[config.mk]
export PLATFORM = sky130hd
export DESIGN_NAME = alu_share_arbiter
export DESIGN_NICKNAME = d
export VERILOG_FILES = /design/src/rtl/alu_share_arbiter.sv
export SDC_FILE = /design/constraint.sdc
export NUM_CORES = 1
export LEC_CHECK = 0
export CAP_MARGIN = 5
export CELL_PAD_IN_SITES_DETAIL_PLACEMENT = 1
export CELL_PAD_IN_SITES_GLOBAL_PLACEMENT = 1
export CORE_MARGIN = 2
export CORE_UTILIZATION = 24
export CTS_CLUSTER_DIAMETER = 120
export DETAILED_ROUTE_END_ITERATION = 8
export PLACE_DENSITY = 0.75
export REMOVE_ABC_BUFFERS = 1
export SETUP_SLACK_MARGIN = 0.02
export SKIP_CTS_REPAIR_TIMING = 1
export SLEW_MARGIN = 25
export SYNTH_ARGS = -nofsm -noshare
export SYNTH_HDL_FRONTEND = slang
export SYNTH_SLANG_ARGS = --single-unit
export TNS_END_PERCENT = 50
[constraint.sdc]
create_clock -name clk_i -period 1.34 [get_ports clk_i]
set_input_delay 0.201 -clock clk_i [delete_from_list [all_inputs] [get_ports clk_i]]
set_output_delay 0.201 -clock clk_i [all_outputs]
set_load 0.01 [all_outputs]
[src/rtl/alu_share_arbiter.sv]
// Round-robin sharing of one ALU between two requesters. The winner's operands
// and control code are latched, held on the ALU for ALU_LAT cycles, and the
// sampled result/zero is returned with a one-cycle response strobe.
module alu_share_arbiter #(
   parameter int unsigned DATA_W  = 32,
   parameter int unsigned CTRL_W  = 4,
   parameter int unsigned ALU_LAT = 1
) (
   input  logic                clk_i,
   input  logic                rst_n,
   input  logic [1:0]          req_valid_i,
   output logic [1:0]          req_ready_o,
   input  logic [2*DATA_W-1:0] src1_i,
   input  logic [2*DATA_W-1:0] src2_i,
   input  logic [2*CTRL_W-1:0] ctrl_i,
   output logic [DATA_W-1:0]   alu_src1_o,
   output logic [DATA_W-1:0]   alu_src2_o,
   output logic [CTRL_W-1:0]   alu_ctrl_o,
   input  logic [DATA_W-1:0]   alu_result_i,
   input  logic                alu_zero_i,
   output logic [1:0]          rsp_valid_o,
   output logic [DATA_W-1:0]   result_o,
   output logic                zero_o,
   output logic                busy_o
);

   // Counter must be at least one bit wide even when ALU_LAT is 1.
   localparam int unsigned CntW = (ALU_LAT > 1) ? $clog2(ALU_LAT) : 1;

   typedef enum logic [1:0] {StIdle, StExec, StResp} state_e;

   state_e          state_q;
   logic            gnt_q;
   logic            last_grant_q;
   logic [CntW-1:0] cnt_q;
   logic            win;
   logic            any_valid;

   // Round-robin pick: a lone request wins; on a tie the one not served last wins.
   always_comb begin
      win = 1'b0;
      case (req_valid_i)
         2'b01:   win = 1'b0;
         2'b10:   win = 1'b1;
         2'b11:   win = ~last_grant_q;
         default: win = 1'b0;
      endcase
   end

   assign any_valid   = |req_valid_i;
   assign req_ready_o = (state_q == StIdle && any_valid) ? (win ? 2'b10 : 2'b01) : 2'b00;
   assign busy_o      = (state_q != StIdle);

   // Arbitration FSM: accept, hold operands on the ALU, capture, respond.
   always_ff @(posedge clk_i or negedge rst_n) begin
      if (!rst_n) begin
         state_q      <= StIdle;
         gnt_q        <= 1'b0;
         last_grant_q <= 1'b1;
         cnt_q        <= '0;
         alu_src1_o   <= '0;
         alu_src2_o   <= '0;
         alu_ctrl_o   <= '0;
         result_o     <= '0;
         zero_o       <= 1'b0;
         rsp_valid_o  <= 2'b00;
      end else begin
         case (state_q)
            StIdle: begin
               rsp_valid_o <= 2'b00;
               if (any_valid) begin
                  alu_src1_o   <= win ? src1_i[DATA_W +: DATA_W] : src1_i[0 +: DATA_W];
                  alu_src2_o   <= win ? src2_i[DATA_W +: DATA_W] : src2_i[0 +: DATA_W];
                  alu_ctrl_o   <= win ? ctrl_i[CTRL_W +: CTRL_W] : ctrl_i[0 +: CTRL_W];
                  gnt_q        <= win;
                  last_grant_q <= win;
                  cnt_q        <= CntW'(ALU_LAT - 1);
                  state_q      <= StExec;
               end
            end
            StExec: begin
               if (cnt_q != '0) begin
                  cnt_q <= cnt_q - CntW'(1);
               end else begin
                  result_o    <= alu_result_i;
                  zero_o      <= alu_zero_i;
                  rsp_valid_o <= gnt_q ? 2'b10 : 2'b01;
                  state_q     <= StResp;
               end
            end
            StResp: begin
               rsp_valid_o <= 2'b00;
               state_q     <= StIdle;
            end
            default: begin
               rsp_valid_o <= 2'b00;
               state_q     <= StIdle;
            end
         endcase
      end
   end

endmodule

==> metrics.txt <==
outcome=finished, violations left; violated checks=negative setup slack; CTS Buf Count=9; post-synthesis compound-gate area fraction=26.88%; RSZ-0062 raised after global routing=yes; period utilization=121.4%; Tmin final=1.627 ns; Worst EP required=1.56 ns; count leader, synth=dfrtp_1; sequential-to-total area share from yosys stat=59.46%; Max-Cap Viols=0; die area=19890 µm²; clk root buf=clkbuf_16; clock skew=0.01209 ns; Worst Path Arrival=1.85 ns; Pleak=4.685 nW; top_reg_cell synth=dfrtp_1; Synth Cell Area=4506 µm²; ant diodes=0; die height=141.0 µm; busiest grt layer=met2; Area Growth Syn to Fin=85.73%; Peak supply drop=0.0009515 V; num rows=50; Clock Path Buffers=2; Finished Layout Cells=913; largest family of logic cells by synthesized area=compound AO/OA/AOI/OAI gates; H-tree levels=3; worst rel slew slack=71.49%; Ports=279; # DRC=0; first-pass GRT wire length=27.64 mm; PwrDens=2139 nW/µm²; critical path class=register to register; Initial Util=24.25%; Initial DRT Pass Iterations=4; Final Hold Vio Count=0; path type of the worst min-delay path=primary input to register; post-synth top area share=58.87%; Synth Register Bits=107; Avg Inst Size Synth=11.44 µm²; Worst setup EP type=register; Overflow after GRT=0; DR iter-0 viols=84; Synth Area in Simple Gates=9.331%; maximum fanout along the worst path=12; Die X=141.0 µm; number of port buffers=278; met2 usage=31.17%; initial antenna violation count=0; final setup margin=-0.2872 ns; share of cells above drive strength 1=8.100%; vias post-DR=4436; Worst path max stage delay=0.54 ns; CTS tree=yes; Fmax achieved=614.6 MHz; Post-DP Area=7660 µm²; YS warnings=0; Adder-Cell Fraction of Synth Area=0%; transition time of the tightest slew-check pin=0.4276 ns; post-DR vias/cell=4.859; met1 usage=20.79%; asr flop ratio synth=100.0%; crit path cell chain=buf_6 > nand2_2 > and3_4 > buf_12 > clkbuf_16 > a221o_1; Placed Instances=888; synth top area cells=dfrtp_1 59%, a221o_1 15%, o21a_1 11%, nand2_1 8.3%, buf_2 2.0%; Global Route Usage Sum=17.90%; total wire length=18.73 mm; crit start category=register; number of synthesized flops with an enable pin=0; post-synth cell types=18; drt wl/cell=20.51 µm; Worst path slowest cell=dfstp_2; clk sinks=107; Final Max Slew Viols=0; synth cell count leaders=106 x dfrtp_1, 100 x nand2_1, 68 x a221o_1, 68 x o21a_1, 18 x buf_2; multiplexer share of the synthesized area=0%; cell taking the most area after synthesis=dfrtp_1; Final Instance Area=8368 µm²; clk_lat worst skew=0.35 ns; core region area=18580 µm²; largest net degree at the start of global routing=75; GPL Wtd Cong=0.7838; nets=847; ANT nets after route=0; Clock Pin Slew Worst Setup and Hold Paths=0.07 ns; GR met3 Demand/Resource=6.012%; Synth Instances=394; area share of xor/xnor cells in the synthesized design=0%; vias in the first global route=4877; DP HPWL=13.33 mm; final setup vio count=73
## worst max-delay path, delay by kind of cell, from the launching register on
kind	cells	cell delay (ns)
buffers and inverters	3	0.42
and+or+nand+nor	2	0.24
DFF	1	0.54
AOI/OAI and AO/OA	1	0.30
## final timing paths
check	from	end	slack (ns)	cells past startpoint
max in group asynchronous	rst_n	alu_src2_o[6]	0.54	3
worst max register to register	last_grant_q	alu_src1_o[12]	-0.29	6
min in group asynchronous	rst_n	alu_src2_o[24]	0.46	3
worst max-delay path	last_grant_q	alu_src1_o[12]	-0.29	6
worst min register to register	gnt_q	rsp_valid_o[0]	0.47	1
worst min-delay path	alu_result_i[28]	result_o[28]	0.39	3
## cells by family (layout without fill, tap and decap cells)
| group | Yosys count | after routing |
|---|---|---|
| simple gates | 108 | 108 |
| flops | 107 | 107 |
| buf+inv | 40 | 325 |
| compound gates | 139 | 139 |
## final cells by class
class | count | area (µm²)
sequential | 107 | 2679
clock inverter | 6 | 40.04
inverter | 3 | 11.26
multi-input combinational | 247 | 1652
fill | 1983 | 10210
timing repair buffer | 306 | 3455
clock buffer | 10 | 239.0
tap | 234 | 292.8
## state kept, by name, indices dropped and copies added (netlist names)
name          count
gnt_q             1
alu_src1_o       32
zero_o            1
state_q           2
alu_ctrl_o        4
last_grant_q      1
alu_src2_o       32
result_o         32
rsp_valid_o       2
## routing by layer
metal  vias to the layer above  wire length [µm]  part of all wire, %
li1                       2001                 -                    -
met3                        21              1602                  8.6
met1                      2188              7344                   39
met4                         0               403                  2.2
met5                         -                 0                    0
met2                       226              9379                   50
## stage by stage
stage          setup TNS [ns]  total power [W]  setup slack, ns  hold slack [ns]  utilization, %
6_report               -18.40          0.01790          -0.2872           0.3865           45.04
5_1_grt                -21.32          0.01914          -0.3227           0.3879           45.04
4_1_cts                -40.99          0.01815          -0.8601          -0.1119           42.73
3_5_place_dp           -42.68          0.01550          -0.6823           0.2755           41.23
3_3_place_gp           -40.02          0.01499          -0.6649           0.2637           41.23
2_1_floorplan         -128.08         0.009806           -1.396         -0.09459               -
## where the power goes
part           leakage [nW]  internal (W)  switching, W
combinational          3.23       0.00525       0.00439
sequential             1.32       0.00483      0.000871
clock                 0.139       0.00131       0.00124
total                  4.68        0.0114       0.00650
## layout by cell type, fill, tap and decap left out
cell / count
dlymetal6s2s_1: 103
clkinvlp_4: 1
buf_16: 1
clkinv_4: 1
clkdlybuf4s50_1: 171
inv_1: 1
clkbuf_8: 1
nand2_1: 99
and2_1: 1
dfrtp_1: 106
a21o_1: 2
nand2b_1: 2
dlygate4sd3_1: 1
dfstp_2: 1
nor2_2: 1
inv_2: 2
o21ai_0: 1
nand2_2: 1
clkinv_2: 3
buf_12: 9
inv_6: 1
buf_6: 7
a221o_1: 68
nor2_4: 1
o21a_1: 68
and3_4: 2
nor2_1: 1
buf_4: 11
clkbuf_16: 12
No activity file was read; power rests on OpenSTA's default activity.
